### src/rtl/mem_burst_read_arbiter.sv
// -----------------------------------------------------------------------------
// mem_burst_read_arbiter
//
// Purpose:
//   Round-robin arbiter for NUM_CH burst-read requesters that share one
//   single-port memory. Each grant runs one SETUP cycle followed by a
//   BURST_LEN-beat read burst. The block drives the chip enable and the
//   address, and flags the first and last beats. Every channel has its own
//   wrapping read pointer, which advances by BURST_LEN after each burst.
//   All outputs are registered, so there is no combinational path from req.
//
// Ports:
//   clk    in   1        clock, all state changes on the rising edge
//   rst_n  in   1        asynchronous active-low reset
//   req    in   NUM_CH   per-channel burst request (level, sampled in IDLE)
//   gnt    out  NUM_CH   one-hot grant, held from SETUP through the last beat
//   ch_id  out  CH_W     binary index of the granted channel (valid while busy)
//   busy   out  1        high in SETUP and BURST
//   cen    out  1        memory chip enable, high in SETUP and BURST
//   start  out  1        high on the first burst beat only
//   last   out  1        high on the final burst beat only
//   addr   out  ADDR_W   memory address (holds its last value while idle)
// -----------------------------------------------------------------------------
module mem_burst_read_arbiter #(
    parameter  int ADDR_W    = 10,
    parameter  int BURST_LEN = 4,
    parameter  int NUM_CH    = 4,
    localparam int CH_W      = (NUM_CH > 1) ? $clog2(NUM_CH) : 1
) (
    input  logic              clk,
    input  logic              rst_n,
    input  logic [NUM_CH-1:0] req,
    output logic [NUM_CH-1:0] gnt,
    output logic [CH_W-1:0]   ch_id,
    output logic              busy,
    output logic              cen,
    output logic              start,
    output logic              last,
    output logic [ADDR_W-1:0] addr
);

    localparam int BEAT_W = (BURST_LEN > 1) ? $clog2(BURST_LEN) : 1;

    typedef enum logic [1:0] {
        ST_IDLE  = 2'd0,
        ST_SETUP = 2'd1,
        ST_BURST = 2'd2
    } state_t;

    state_t              r_state;
    logic [NUM_CH-1:0]   r_gnt;
    logic [CH_W-1:0]     r_ch_id;
    logic                r_busy;
    logic                r_cen;
    logic                r_start;
    logic                r_last;
    logic [ADDR_W-1:0]   r_addr;
    logic [BEAT_W-1:0]   r_beat;
    logic [CH_W-1:0]     r_prev;   // winner of the most recent burst
    logic [ADDR_W-1:0]   r_ptr [NUM_CH];

    logic [CH_W-1:0]     w_win;
    logic                w_found;

    // Round-robin pick: first set request searching upward from the channel
    // after the previous winner, wrapping modulo NUM_CH.
    // NOTE: every variable assigned in always_comb gets a default first, so no
    // path through the block leaves it unassigned and no latch is inferred.
    always_comb begin
        w_win   = '0;
        w_found = 1'b0;
        for (int i = 1; i <= NUM_CH; i++) begin
            if (!w_found && req[(int'(r_prev) + i) % NUM_CH]) begin
                w_win   = CH_W'((int'(r_prev) + i) % NUM_CH);
                w_found = 1'b1;
            end
        end
    end

    // NOTE: sequential state uses non-blocking assignments only, so every
    // register samples pre-edge values and update order does not matter.
    // NOTE: the per-channel pointer array is small flop storage rather than a
    // RAM macro, and it must come out of reset at zero, so it is reset here.
    always_ff @(posedge clk or negedge rst_n) begin
        if (!rst_n) begin
            r_state <= ST_IDLE;
            r_gnt   <= '0;
            r_ch_id <= '0;
            r_busy  <= 1'b0;
            r_cen   <= 1'b0;
            r_start <= 1'b0;
            r_last  <= 1'b0;
            r_addr  <= '0;
            r_beat  <= '0;
            // Previous winner = last channel, so channel 0 wins the first tie.
            r_prev  <= CH_W'(NUM_CH - 1);
            for (int i = 0; i < NUM_CH; i++) begin
                r_ptr[i] <= '0;
            end
        end else begin
            case (r_state)
                ST_IDLE: begin
                    if (w_found) begin
                        r_gnt   <= NUM_CH'(1) << w_win;
                        r_ch_id <= w_win;
                        r_busy  <= 1'b1;
                        r_cen   <= 1'b1;
                        r_addr  <= r_ptr[w_win];
                        r_state <= ST_SETUP;
                    end
                end

                ST_SETUP: begin
                    // The address already points at beat 0. Only start rises.
                    r_start <= 1'b1;
                    r_last  <= 1'b0;
                    r_beat  <= '0;
                    r_state <= ST_BURST;
                end

                ST_BURST: begin
                    if (r_beat == BEAT_W'(BURST_LEN - 1)) begin
                        // End of the burst: commit the pointer and drop to IDLE.
                        // addr keeps the final beat address.
                        r_ptr[r_ch_id] <= r_ptr[r_ch_id] + ADDR_W'(BURST_LEN);
                        r_prev  <= r_ch_id;
                        r_gnt   <= '0;
                        r_busy  <= 1'b0;
                        r_cen   <= 1'b0;
                        r_start <= 1'b0;
                        r_last  <= 1'b0;
                        r_beat  <= '0;
                        r_state <= ST_IDLE;
                    end else begin
                        // A power-of-two burst starts on an aligned address,
                        // so this increment never crosses the wrap point
                        // in the middle of a burst.
                        r_addr  <= r_addr + ADDR_W'(1);
                        r_beat  <= r_beat + BEAT_W'(1);
                        r_start <= 1'b0;
                        r_last  <= (r_beat == BEAT_W'(BURST_LEN - 2));
                    end
                end

                default: begin
                    r_state <= ST_IDLE;
                end
            endcase
        end
    end

    assign gnt   = r_gnt;
    assign ch_id = r_ch_id;
    assign busy  = r_busy;
    assign cen   = r_cen;
    assign start = r_start;
    assign last  = r_last;
    assign addr  = r_addr;

endmodule
### config.mk
export PLATFORM = sky130hd
export DESIGN_NAME = mem_burst_read_arbiter
export DESIGN_NICKNAME = d
export VERILOG_FILES = /design/src/rtl/mem_burst_read_arbiter.sv
export SDC_FILE = /design/constraint.sdc
export NUM_CORES = 1
export LEC_CHECK = 0
export ABC_AREA = 1
export ABC_CLOCK_PERIOD_IN_PS = 1900
export BUFFER_PORTS_ARGS = -buffer_cell sky130_fd_sc_hd__buf_2
export CAP_MARGIN = 40
export CORE_ASPECT_RATIO = 2
export CORE_MARGIN = 4
export CORE_UTILIZATION = 35
export DETAILED_ROUTE_END_ITERATION = 6
export PLACE_DENSITY = 0.62
export RECOVER_POWER = 25
export SETUP_SLACK_MARGIN = 0.05
export SLEW_MARGIN = 15
export SYNTH_ARGS = -nofsm -noshare
export SYNTH_HDL_FRONTEND = slang
export SYNTH_SLANG_ARGS = --single-unit
### constraint.sdc
create_clock -name clk -period 1.9 [get_ports clk]
set_input_delay 0 -clock clk [delete_from_list [all_inputs] [get_ports clk]]
set_output_delay 0 -clock clk [all_outputs]
set_load 0.05 [all_outputs]
# Yosys cells after proc, flatten, opt, wreduce, memory -nomap -nowiden
# Index checks and enable logic that the tools add are counted.
# classes
n_shift	1
bitwise	6
magnitude_cmp	7
reduce_logical	19
muxes	46
eq_ne	7
n_addsub	7
# ops
operator	n
$mux 10	7
$bmux 10 s2	2
$bwmux 40	1
$demux 10 s2	1
$pmux 10 s2	1
$lt 3x4->1 const B	4
$mux 1	15
$mux 2	7
$add 10x1->10 const B	1
$add 10x3->10 const B	1
$bmux 1 s2	4
$mux 4	2
$pmux 4 s2	1
$reduce_or 2->1	4
$add 2x1->2 const B	3
$eq 2x2->1 const B	3
$ge 3x3->1 const B	2
$ne 2x2->1 const B	3
$not 2->3	2
$pmux 1 s2	3
$pmux 2 s3	1
$reduce_and 2->1	3
$reduce_and 3->1	2
$add 2x2->2 const B	2
other kinds (9)	18
# word_totals
in_bits	6
output_inout_bits	20
wordCells	106
reg_bits	65

# Longest topological paths before layout
# Gate-level depths: netlist of the first run.
# depth
ltp_word	22
depth_mapped	16
mapped_depth_nobuf	16

# Worst setup path after synthesis of the first run
# OpenSTA, ideal clock, no wires.
# synth_timing
path_kind	register to register
from	reg r_ch_id[1], in the netlist ch_id[1]
to	reg r_ptr[18] in the netlist's numbering
setup_ps	119
path_slack_ps	-391
path_stages_with_launch	13
arrival_ps	2172
synth_period_minus_slack_ps	2291
cell_sequence	dfrtp_1 inv_1 nand2_1 o21ai_0 a221oi_1 inv_1 ha_1 nand2_1 nor2_1 nand2_1 o21bai_1 nand3_1 nand2_1
# synth_between
elab_chain_cells	6
# synth_rtl
item	line_no	text
start, declared	52	logic [CH_W-1:0] r_ch_id;
start signal, assigned	105	r_ch_id <= w_win;
$not 2->3 (not written as such) (*)	125	r_ptr[r_ch_id] <= r_ptr[r_ch_id] + ADDR_W'(BURST_LEN);
$bmux 10 s2, or another cell as far along	125	
$mux 10 (not written as such) / $logic_and 1x1->1 (equally long branches)	125	
$mux 10 (not written as such)	125	
$add 10x3->10 / $demux 10 s2 (equally long branches)	125	
$bwmux 40 (*)	125	
end signal, assigned by index	125	
end, declared	60	logic [ADDR_W-1:0] r_ptr [NUM_CH];
# Every way passes the cells marked *; elsewhere a longest branch is shown, timed or not. The select of a mux whose other input is x is not followed.
# A chain may end at the register's enable or synchronous reset.

# Worst setup path after layout of the first run
# layout_timing
from	reg r_prev[0]
to	reg r_addr[5], in the netlist addr[5]
# layout_between
elab_chain_cells	20
# layout_rtl
item	line_no	text
start, declared	59	logic [CH_W-1:0] r_prev;
start signal, assigned	96	r_prev <= CH_W'(NUM_CH - 1);
start signal, assigned	126	r_prev <= r_ch_id;
$add 2x1->2	73, 74	
$bmux 1 s2	73	if (!w_found && req[(int'(r_prev) + i) % NUM_CH]) begin
$mux 1 (not written as such) (2 in series)	73	
$mux 1	73	
$logic_not 1->1	73	
$logic_and 1x1->1	73	
$mux 1	73	
$logic_not 1->1	73	
[... 2 more ...]	n/a	
$logic_not 1->1	73	
$logic_and 1x1->1	73	
$mux 2	73	
$not 2->3 (not written as such)	108	r_addr <= r_ptr[w_win];
$bmux 10 s2	108	
$mux 10 (not written as such) (2 in series)	108	
$mux 10	103	if (w_found) begin
$pmux 10 s2	101	case (r_state)
end signal, assigned	108	
end signal, assigned	138	r_addr <= r_addr + ADDR_W'(1);
end, declared	57	logic [ADDR_W-1:0] r_addr;
# Parallel ways exist; a longest one is shown, timed or not. The select of a mux whose other input is x is not followed.

==> results of run 1 <==
-- metal layers --
layer / up-vias / track usage / wire, um
li1: 1813 / - / -
met2: 85 / 0.351 / 6440
met3: 48 / 0.0270 / 279
met4: 0 / 0.106 / 745
met1: 1732 / 0.173 / 3870
met5: - / 0 / 0
-- cells by family after synthesis --
family                   count (synthesis)
AND/OR/NAND/NOR                        276
AO/OA/AOI/OAI                           87
buffers and inverters                   67
flip-flops                              65
adder cells (fa/ha/maj)                  8
XOR/XNOR                                 5
-- flip-flops by register name (all words and copies together) (netlist names) --
| register | flops |
|---|---|
| addr | 10 |
| r_prev | 2 |
| gnt | 4 |
| start | 1 |
| r_beat | 2 |
| r_ptr | 40 |
| cen | 1 |
| r_state | 2 |
| ch_id | 2 |
| last | 1 |
-- worst max path at each step --
stage / from / end / cells past startpoint
3_5_place_dp: ch_id[0] / r_ptr[29] / 9
6_report: r_prev[0] / addr[5] / 14
3_3_place_gp: ch_id[0] / r_ptr[28] / 11
2_1_floorplan: ch_id[1] / r_ptr[8] / 12
4_1_cts: ch_id[1] / r_ptr[16] / 12
5_1_grt: r_prev[0] / addr[7] / 16
-- worst register-to-register path, cell delays in order (launching register included) --
cell and delay, ns:
dfstp_2 0.62, inv_4 0.09, nand2_1 0.14, nand3_2 0.10
nand2_1 0.10, inv_2 0.06, o21ai_2 0.13, nand2_2 0.11
nand2_2 0.10, o21ai_4 0.10, clkbuf_16 0.17, nand2_1 0.07
nand3_1 0.10, nand2_1 0.07, nand2_1 0.04
-- cells in the final DEF, fill, tap and decap left out, types with 3 or more instances in the layout --
cell,instances
a21oi_1,11
a21oi_2,5
a22oi_1,4
buf_12,7
buf_2,24
buf_4,39
buf_6,16
clkbuf_16,10
clkbuf_8,3
clkinvlp_4,3
dfrtp_1,61
ha_1,7
inv_1,30
inv_2,12
nand2_1,151
nand2_2,36
nand2_4,13
nand3_1,32
nand3_2,8
nand3_4,3
nand4_1,3
nor2_1,20
nor2_4,5
o21ai_0,16
o21ai_1,19
o21ai_2,15
-- power by group through the flow --
| stage | Sequential (mW) | Combinational (mW) | Clock (mW) |
|---|---|---|---|
| 5_1_grt | 1.95 | 5.17 | 1.68 |
| 4_1_cts | 1.92 | 4.15 | 1.62 |
| 6_report | 1.92 | 4.83 | 1.59 |
| 3_3_place_gp | 1.93 | 3.75 | 0 |
| 2_1_floorplan | 2.45 | 2.03 | 0 |
| 3_5_place_dp | 1.94 | 3.81 | 0 |
-- layout make-up --
type                            count  area share
Inverter                           46      0.0352
Sequential cell                    65       0.305
Clock inverter                      3     0.00442
Tap cell                          137      0.0319
Clock buffer                       13      0.0503
Timing Repair Buffer               90       0.146
Multi-Input combinational cell    377       0.427
-- stage by stage --
stage	TNS [ns]	cells	area (um^2)
finish	-3.42	731	5370
global route	-7.43	731	5370
CTS	-2.12	724	5000
detailed placement	-7.03	701	4420
global placement	-4.96	701	4420
floorplan	-0.0709	508	3800
-- repair_timing --
item	4_1_cts	5_1_grt
endpoints found under the setup margin	43	48
buffers inserted	7	6
gates resized for setup	68	95
endpoints found under the hold margin	17	0
gates cloned	0	2
hold buffers	1	0
pin swaps	24	46
==> summary.txt, run 1 <==
Clock network
  – Clk slew on worst S/H paths: 0.05 ns
  – Clock buffer depth: 2
  – CTS tree: yes
  – Clk sinks: 65
  – Root cell of the clock tree: clkbuf_16
  – CTS H-tree lvls: 3
  – CTS Buf Count: 9
  – Worst-Skew Late Latency: between 0.3 and 0.4 ns

GRT
  – Gr usage total: 0.183
  – Initial antenna violation count: 0
  – Vias in the first global route: approximately 3700
  – Grt total ovfl: 0
  – First-pass GRT wire length: about 17000 um
  – Pin count of the biggest net entering global routing: 31

Synthesis
  – Synth Area in XOR/XNOR: 0.0117
  – Sequential fraction of the synthesis area: 0.436
  – Yosys top cell by area: dfrtp_1
  – Mapped Cells: just over 500
  – Adder-cell share of the synthesized area: 0.0268
  – Synth Register Bits: 65
  – Largest family of logic cells by synthesized area: simple AND/OR/NAND/NOR gates
  – Most frequent cell after synthesis: nand2_1
  – Syn_area_per_cell: about 7.4 um^2
  – Post-synthesis mux area share: 0
  – Syn_nets: between 500 and 600
  – Top cells by count, synth: 196 x nand2_1, 63 x dfrtp_1, 45 x o21ai_0, 41 x inv_1, 41 x nand3_1
  – Async set-reset flop share out of synthesis: 1.00
  – Synth area leaders: dfrtp_1 42%, nand2_1 20%, o21ai_0 6.0%
  – Netlist area before placement: around 3700 um^2
  – Top cell type's share of synthesized area: 0.422
  – Fraction of the mapped netlist area in compound gates: 0.136
  – Post-synth EDFFs: 0
  – Synth cell types: 34
  – Simple-Gate Fraction of Synth Area: 0.311
  – Prevailing post-synth register cell: dfrtp_1
  – Synth warnings: 0

Floorplan
  – Ports: 26
  – Rows: between 50 and 60
  – Die area: ~12000 um^2
  – Starting Density: 0.356
  – Die W: roughly 81 um
  – Core area: ~10000 um^2
  – Die Y: 154 um

Layout
  – Fillcell total: between 900 and 1000
  – Layout cell share with drive strength beyond 1: 0.377
  – Inserted Diodes: 0
  – Fin util: 0.513
  – Reg area: between 1500 and 2000 um^2
  – Multi-input logic area: around 2300 um^2
  – Area growth from synthesis to final layout: 43.9%
  – Final net count: approximately 600

STA
  – Final period utilization: 1.11
  – FMAX: approximately 0.48 GHz
  – Setup ws final: -0.201 ns
  – Clock Skew: between 0.006 and 0.007 ns
  – Hold slack final: approximately 0.38 ns
  – Max Slew Vio Count: 0
  – Final worst path period need: around 2.1 ns
  – Final setup fails: 34
  – Final Hold Fails: 0
  – Unrepaired setup endpoints after global routing: true
  – Slew headroom: 0.102
  – Least-Margin Pin Slew: 1.35 ns

Power
  – Clock Power Share: 0.190
  – Overall Power: around 8.3 mW
  – Sw Share: 0.460
  – Seq pwr share: 0.230
  – Psw: between 3 and 4 mW
  – Leak: roughly 2.6 nW
  – VDD IR max: slightly above 0.7 mV
  – Internal power: between 4 and 5 mW
  – Total power density per cell area: 1550 nW/um^2
  – Combinational group share of total power: 0.579

Placed design
  – DP Wirelength: a little over 8000 um
  – RePlAce Congestion: ~0.9
  – PortBufs: 25
  – Pre-CTS setup slack: -0.283 ns

Setup path
  – Worst path arrival time: between 2 and 2.5 ns
  – Largest delay contributor family on the critical path: simple AND/OR/NAND/NOR gates
  – Crit Path Class: reg -> reg
  – Crit-path slowest cell: dfstp_2
  – Reg2Reg Capture Point: addr[5]
  – Crit. End Element: register
  – Max FO, Critical Path: 8
  – Reg2Reg Launch Point: r_prev[0]
  – R2r setup slk: -0.20 ns
  – Critical Path Most Common Cell: nand2_1
  – CP max stage delay: 0.62 ns
  – Cell chain of the critical path: inv_4 -> nand2_1 -> nand3_2 -> nand2_1 -> inv_2 -> o21ai_2 -> nand2_2 -> nand2_2 -> o21ai_4 -> clkbuf_16 -> nand2_1 -> nand3_1 -> nand2_1 -> nand2_1
  – Reg2reg path depth: 14
  – Worst Path Buf+Inv: 3
  – Crit path required time: between 2 and 2.5 ns
  – Worst Setup Start Kind: register

Detailed routing
  – Iter 0 DRT Violations: about 180
  – Vias/cell: 5.03
  – Pre-antenna DRT Iters: 4
  – DRC: 0
  – ANT nets after route: 0
  – Wirelength per Cell: about 16 um
  – Via count: 3678
  – Final wirelength: between 10000 and 15000 um

Min path
  – WHS Path Cells: 0
  – Worst hold start: r_ptr[31]
  – Hold endpoint: r_ptr[31]
  – Worst Hold Class: reg -> reg

Job
  – MaxCap Viol Count: 0

Outcome
  – Failing checks: setup timing
  – Status: finished, violations left
Power figures use the tool's default switching activity.
==> inputs of run 2 (changes only) <==
--- a/config.mk
+++ b/config.mk
@@ -11,9 +11,9 @@
 export CAP_MARGIN = 40
 export CORE_ASPECT_RATIO = 2
 export CORE_MARGIN = 4
-export CORE_UTILIZATION = 35
+export CORE_UTILIZATION = 55
 export DETAILED_ROUTE_END_ITERATION = 6
-export PLACE_DENSITY = 0.62
+export PLACE_DENSITY = 0.86
 export RECOVER_POWER = 25
 export SETUP_SLACK_MARGIN = 0.05
 export SLEW_MARGIN = 15
==> run 2 against run 1 <==
The flow finishes with violations (DRC, setup timing). Cell area grew 4.4%. Utilization grew 33 points. Highest routed layer unchanged. Count of clock-buffer cells in the layout shrank 3. Critical endpoint is now gnt[3]. Global-route usage grew 17 points. Final cell count shrank 4.5%. Hold slack gained 0.0024 ns. Largest power group unchanged.
==> summary.txt, run 2 (synthesized netlist as in run 1, its figures left out) <==
Outcome
  – Status: finished, violations left
  – Failing checks: DRC, setup timing

Floorplan
  – Ports: 26
  – Starting Density: 0.564
  – Core area: ~6600 um^2
  – Die area: 8250 um^2
  – Rows: 42
  – Die Y: roughly 120 um
  – Die W: between 60 and 70 um

Power
  – Overall Power: ~10 mW
  – VDD IR max: about 0.90 mV
  – Leak: around 2.7 nW
  – Total power density per cell area: roughly 1800 nW/um^2

Detailed routing
  – Pre-antenna DRT Iters: 7
  – Iter 0 DRT Violations: between 700 and 800
  – Via count: around 4800
  – DRC: 10
  – Vias/cell: 6.92
  – Wirelength per Cell: 25.6 um
  – Final wirelength: roughly 18000 um
  – ANT nets after route: 0

Layout
  – Area growth from synthesis to final layout: 50.3%
  – Layout cell share with drive strength beyond 1: 0.423
  – Most flops, register: r_ptr
  – Inserted Diodes: 0
  – Most frequent cells in the layout: 139 x nand2_1, 61 x dfrtp_1, 55 x buf_4, 34 x nand2_2, 31 x nand3_1
  – Layout Cells excl Fill: 698
  – Largest register FFs: 40
  – Final net count: approximately 620
  – Commonest non-fill, non-tap cell in the layout: nand2_1

STA
  – Final period utilization: 1.32
  – Final worst path period need: approximately 2.5 ns
  – FMAX: between 0.3 and 0.4 GHz
  – Final setup fails: between 40 and 50
  – Unrepaired setup endpoints after global routing: true
  – Least-Margin Pin Slew: ~1.4 ns
  – Clock Skew: approximately 0.0089 ns
  – Hold slack final: about 0.38 ns
  – Slew headroom: 0.0349
  – Max Slew Vio Count: 0
  – Setup_tns: -12.14 ns
  – Setup ws final: -0.610 ns
  – Final Hold Fails: 0

GRT
  – Initial antenna violation count: 0
  – Grt total ovfl: 0
  – Vias in the first global route: between 4000 and 5000
  – Gr usage total: 0.349
  – First-pass GRT wire length: roughly 22000 um
  – Pin count of the biggest net entering global routing: 27

Clock network
  – CTS Buf Count: 9
  – Root cell of the clock tree: clkbuf_16
  – Clk slew on worst S/H paths: 0.06 ns
  – CTS tree: yes
  – Clock buffer depth: 2
  – Clk sinks: 65
  – Worst-Skew Late Latency: 0.36 ns
  – CTS H-tree lvls: 3

Setup path
  – Worst Setup Start Kind: register
  – Reg2reg path depth: 14
  – Reg2Reg Capture Point: gnt[3]
  – Crit. End Element: register
  – Crit path required time: roughly 2.1 ns
  – R2r setup slk: -0.61 ns
  – Max FO, Critical Path: 10
  – Worst path arrival time: between 2 and 3 ns
  – Crit Path Class: reg -> reg
  – Reg2Reg Launch Point: r_prev[0]

Min path
  – Worst hold start: r_ptr[10]
  – Worst Hold Class: reg -> reg
  – WHS Path Cells: 0
  – Hold endpoint: r_ptr[10]

Placed design
  – RePlAce Congestion: 0.930
  – Placed cells: approximately 650
  – PortBufs: 25
  – DP Wirelength: roughly 7600 um

Job
  – MaxCap Viol Count: 0
[run 2: layer usage]
metal | up-vias | part of all wire | GRT usage
li1 | 1840 | - | -
met1 | 2244 | 0.30 | 0.358
met2 | 521 | 0.47 | 0.572
met3 | 227 | 0.12 | 0.0957
met4 | 0 | 0.11 | 0.273
met5 | - | 0 | 0
[run 2: repair_timing]
| action | CTS | global route |
|---|---|---|
| setup buffers | 14 | 13 |
| setup endpoints to repair | 44 | 46 |
| endpoints found under the hold margin | 20 | 0 |
| hold buffers | 1 | 0 |
| pin swaps | 48 | 51 |
| cloned | 2 | 0 |
| gates resized for setup | 115 | 96 |
[run 2: stage by stage]
stage | cell area, um^2 | setup WS, ns | util
2_1_floorplan | 3800 | -0.0210 | -
3_3_place_gp | 4350 | -0.173 | 0.657
3_5_place_dp | 4350 | -0.290 | 0.657
4_1_cts | 5190 | -0.177 | 0.784
5_1_grt | 5610 | -0.907 | 0.848
6_report | 5610 | -0.610 | 0.848
[run 2: power by group]
| group | leakage, nW | internal [mW] | total, mW | switching (mW) |
|---|---|---|---|---|
| clock network | 0.159 | 1.19 | 1.88 | 0.691 |
| logic | 1.68 | 2.28 | 6.26 | 3.98 |
| registers | 0.869 | 1.64 | 1.97 | 0.332 |
[run 2: worst max-delay path: stages (launching register included)]
cell     delay, ns
dfstp_2       0.63
buf_12        0.15
nand2_4       0.06
nand2_4       0.09
buf_6         0.10
nand2_2       0.06
nand2_2       0.10
inv_4         0.06
nand3_4       0.12
buf_4         0.14
buf_8         0.13
nand2_2       0.08
inv_2         0.16
nand2_2       0.16
o31ai_4       0.36
[run 2: worst max path at each step]
| stage | startpoint | cells after the start | end |
|---|---|---|---|
| 4_1_cts | r_prev[0] | 15 | addr[0] |
| 3_3_place_gp | r_prev[0] | 12 | addr[7] |
| 6_report | r_prev[0] | 14 | gnt[3] |
| 2_1_floorplan | ch_id[1] | 12 | r_ptr[8] |
| 5_1_grt | r_prev[0] | 13 | addr[8] |
| 3_5_place_dp | r_prev[0] | 16 | addr[3] |
[run 2: final cells by class]
cell class              instances  area [um^2]
clock inverters                 6         90.1
flip-flops and latches         65         1640
repair buffers                106          883
well taps                      88          110
fillers                       286         1010
multi-input cells             377         2450
inverters                      46          203
clock buffers                  10          239
==> inputs of run 3 (changes only) <==
--- a/config.mk
+++ b/config.mk
@@ -11,10 +11,11 @@
 export CAP_MARGIN = 40
 export CORE_ASPECT_RATIO = 2
 export CORE_MARGIN = 4
-export CORE_UTILIZATION = 55
+export CORE_UTILIZATION = 25
 export DETAILED_ROUTE_END_ITERATION = 6
-export PLACE_DENSITY = 0.86
-export RECOVER_POWER = 25
+export GPL_TIMING_DRIVEN = 1
+export PLACE_DENSITY = 0.5
+export RECOVER_POWER = 100
 export SETUP_SLACK_MARGIN = 0.05
 export SLEW_MARGIN = 15
 export SYNTH_ARGS = -nofsm -noshare
==> run 3 against run 2 <==
Critical path type unchanged. Largest power group unchanged. Fmax grew 16%. Combinational power shrank 12%. Highest routed layer unchanged. Flip-flop and latch count unchanged. Die area is 110% higher. Setup slack better by 0.35 ns. Register-to-register slack improved by 0.35 ns. Cell area is 4.5% higher. Utilization decreased by 45 points. First-iteration DRC count decreased by 80%. Critical path depth rose by 1. The flow finishes with violations (setup timing).
==> summary.txt, run 3 (synthesized netlist as in run 1, its figures left out) <==
Clock network
  – Worst-Skew Late Latency: between 0.3 and 0.4 ns
  – CTS tree: yes
  – CTS Buf Count: 9
  – Clk sinks: 65
  – Clock buffer depth: 2
  – CTS H-tree lvls: 3
  – Clk slew on worst S/H paths: around 0.06 ns
  – Root cell of the clock tree: clkbuf_16

Floorplan
  – Core area: 14700 um^2
  – Ports: 26
  – Starting Density: 0.253
  – Die area: approximately 17000 um^2
  – Rows: 63
  – Die W: 94.4 um
  – Die Y: approximately 180 um

Setup path
  – CP max stage delay: 0.59 ns
  – Crit. End Element: register
  – Critical Path Sink: addr[2]
  – Max FO, Critical Path: 6
  – Reg2reg path depth: 15
  – Crit-path slowest cell: dfstp_2
  – R2r setup slk: -0.26 ns
  – Critical Path Start: r_prev[0]
  – Reg2Reg Launch Point: r_prev[0]
  – Cell chain of the critical path: buf_4 -> nand2_1 -> nand2_4 -> nand2_4 -> buf_4 -> buf_4 -> o21ai_1 -> nand2_2 -> nand2_2 -> o21ai_4 -> clkbuf_16 -> nand2_1 -> nand3_1 -> nand2_1 -> nand2_1
  – Crit Path Class: reg -> reg
  – Critical Path Most Common Cell: nand2_1
  – Worst path arrival time: ~2.4 ns
  – Reg2Reg Capture Point: addr[2]
  – Crit path required time: ~2.1 ns
  – Worst Setup Start Kind: register

GRT
  – Initial antenna violation count: 0
  – Vias in the first global route: a little over 4000
  – Grt total ovfl: 0
  – First-pass GRT wire length: 19400 um
  – Gr usage total: 0.146
  – Pin count of the biggest net entering global routing: 41

Placed design
  – RePlAce Congestion: 0.932
  – DP Wirelength: a little under 9000 um
  – PortBufs: 25

Detailed routing
  – Vias/cell: ~4.7
  – Final wirelength: 12300 um
  – Iter 0 DRT Violations: 152
  – ANT nets after route: 0
  – DRC: 0
  – Wirelength per Cell: about 15 um
  – Pre-antenna DRT Iters: 4
  – Via count: 3808

STA
  – Setup ws final: -0.258 ns
  – Unrepaired setup endpoints after global routing: true
  – Hold slack final: a little under 0.3 ns
  – Final setup fails: 37
  – Final Hold Fails: 0
  – FMAX: roughly 0.46 GHz
  – Clock Skew: roughly 0.0066 ns
  – Least-Margin Pin Slew: around 0.86 ns
  – Final period utilization: 1.14
  – Slew headroom: 0.425
  – Max Slew Vio Count: 0
  – Final worst path period need: around 2.2 ns

Power
  – Seq pwr share: 0.208
  – Psw: ~4.2 mW
  – Sw Share: 0.454
  – VDD IR max: around 0.64 mV
  – Combinational group share of total power: 0.595
  – Leak: 2.73 nW
  – Overall Power: ~9.3 mW
  – Clock Power Share: 0.197
  – Total power density per cell area: 1580 nW/um^2
  – Internal power: between 5 and 6 mW

Layout
  – Most flops, register: r_ptr
  – Most frequent cells in the layout: 134 x nand2_1, 61 x dfrtp_1, 53 x buf_4, 37 x nand2_2, 33 x inv_1
  – Fin util: 0.398
  – Commonest non-fill, non-tap cell in the layout: nand2_1
  – Largest register FFs: 40
  – Final net count: 629
  – Layout cell share with drive strength beyond 1: 0.424
  – Area growth from synthesis to final layout: 57.0%
  – Inserted Diodes: 0

Min path
  – Worst Hold Class: in -> async

Outcome
  – Failing checks: setup timing
  – Status: finished, violations left

Job
  – MaxCap Viol Count: 0
==> run 3: changes by cell type in the layout (fill, tap and decap cells not counted), moves of 7 or more <==
cell      change
buf_2        -17
o21ai_1       -7
buf_6         +8
nand3_1      -12
clkbuf_1     +18
nand3_2      +10
==> run 3: final cells by class <==
cell class | count | area [um^2]
fill | 1511 | 8880
inverter | 46 | 193
multi-input combinational | 377 | 2510
sequential | 65 | 1640
clock inverter | 6 | 90.1
clock buffer | 10 | 239
tap | 195 | 244
timing repair buffer | 116 | 956
==> run 3: worst min-delay path by stage <==
stage / startpoint / to / slack [ns]
final: rst_n / r_ptr[11] / 0.29
after global routing: rst_n / r_ptr[11] / 0.37
after CTS: rst_n / r_ptr[11] / 0.14
after detailed placement: rst_n / r_ptr[11] / -0.05
after global placement: rst_n / r_ptr[11] / -0.06
after floorplan: rst_n / addr[0] / -0.30
==> run 3: metrics by stage <==
stage          setup TNS (ns)  std cells  area [um^2]  setup slack, ns
2_1_floorplan         -0.0709        508         3800          -0.0210
3_3_place_gp            -6.91        762         4500           -0.256
3_5_place_dp            -7.96        762         4500           -0.297
4_1_cts                 -2.98        805         5450           -0.143
5_1_grt                 -8.28        815         5860           -0.340
6_report                -4.48        815         5860           -0.258
==> run 3: routing by layer <==
layer,wire (um),share of wire,vias up,GRT usage
li1,-,-,1857,-
met1,4070,0.33,1842,0.130
met2,7260,0.59,71,0.291
met3,295,0.024,38,0.0208
met4,690,0.056,0,0.0868
met5,0,0,-,0
==> run 3: power by group through the flow <==
| stage | sequential [mW] | combinational [mW] | clock [mW] |
|---|---|---|---|
| floorplan | 2.45 | 2.03 | 0 |
| global placement | 1.93 | 3.84 | 0 |
| detailed placement | 1.95 | 3.89 | 0 |
| CTS | 1.93 | 4.96 | 1.86 |
| global route | 1.97 | 5.90 | 1.92 |
| finish | 1.93 | 5.51 | 1.83 |
==> run 3: what timing repair did <==
item,CTS,global route
pin swaps,56,66
resized for setup,122,112
endpoints found under the setup margin,43,48
gates cloned,2,1
hold buffers,1,0
buffers inserted,24,16
endpoints found under the hold margin,63,0
==> run 3: worst max-delay path, delay by kind of cell, from the launching register on <==
kind                   cells  cell delay, ns
AO/OA/AOI/OAI              2            0.19
AND/OR/NAND/NOR            9            0.70
flip-flops                 1            0.59
buffers and inverters      4            0.55
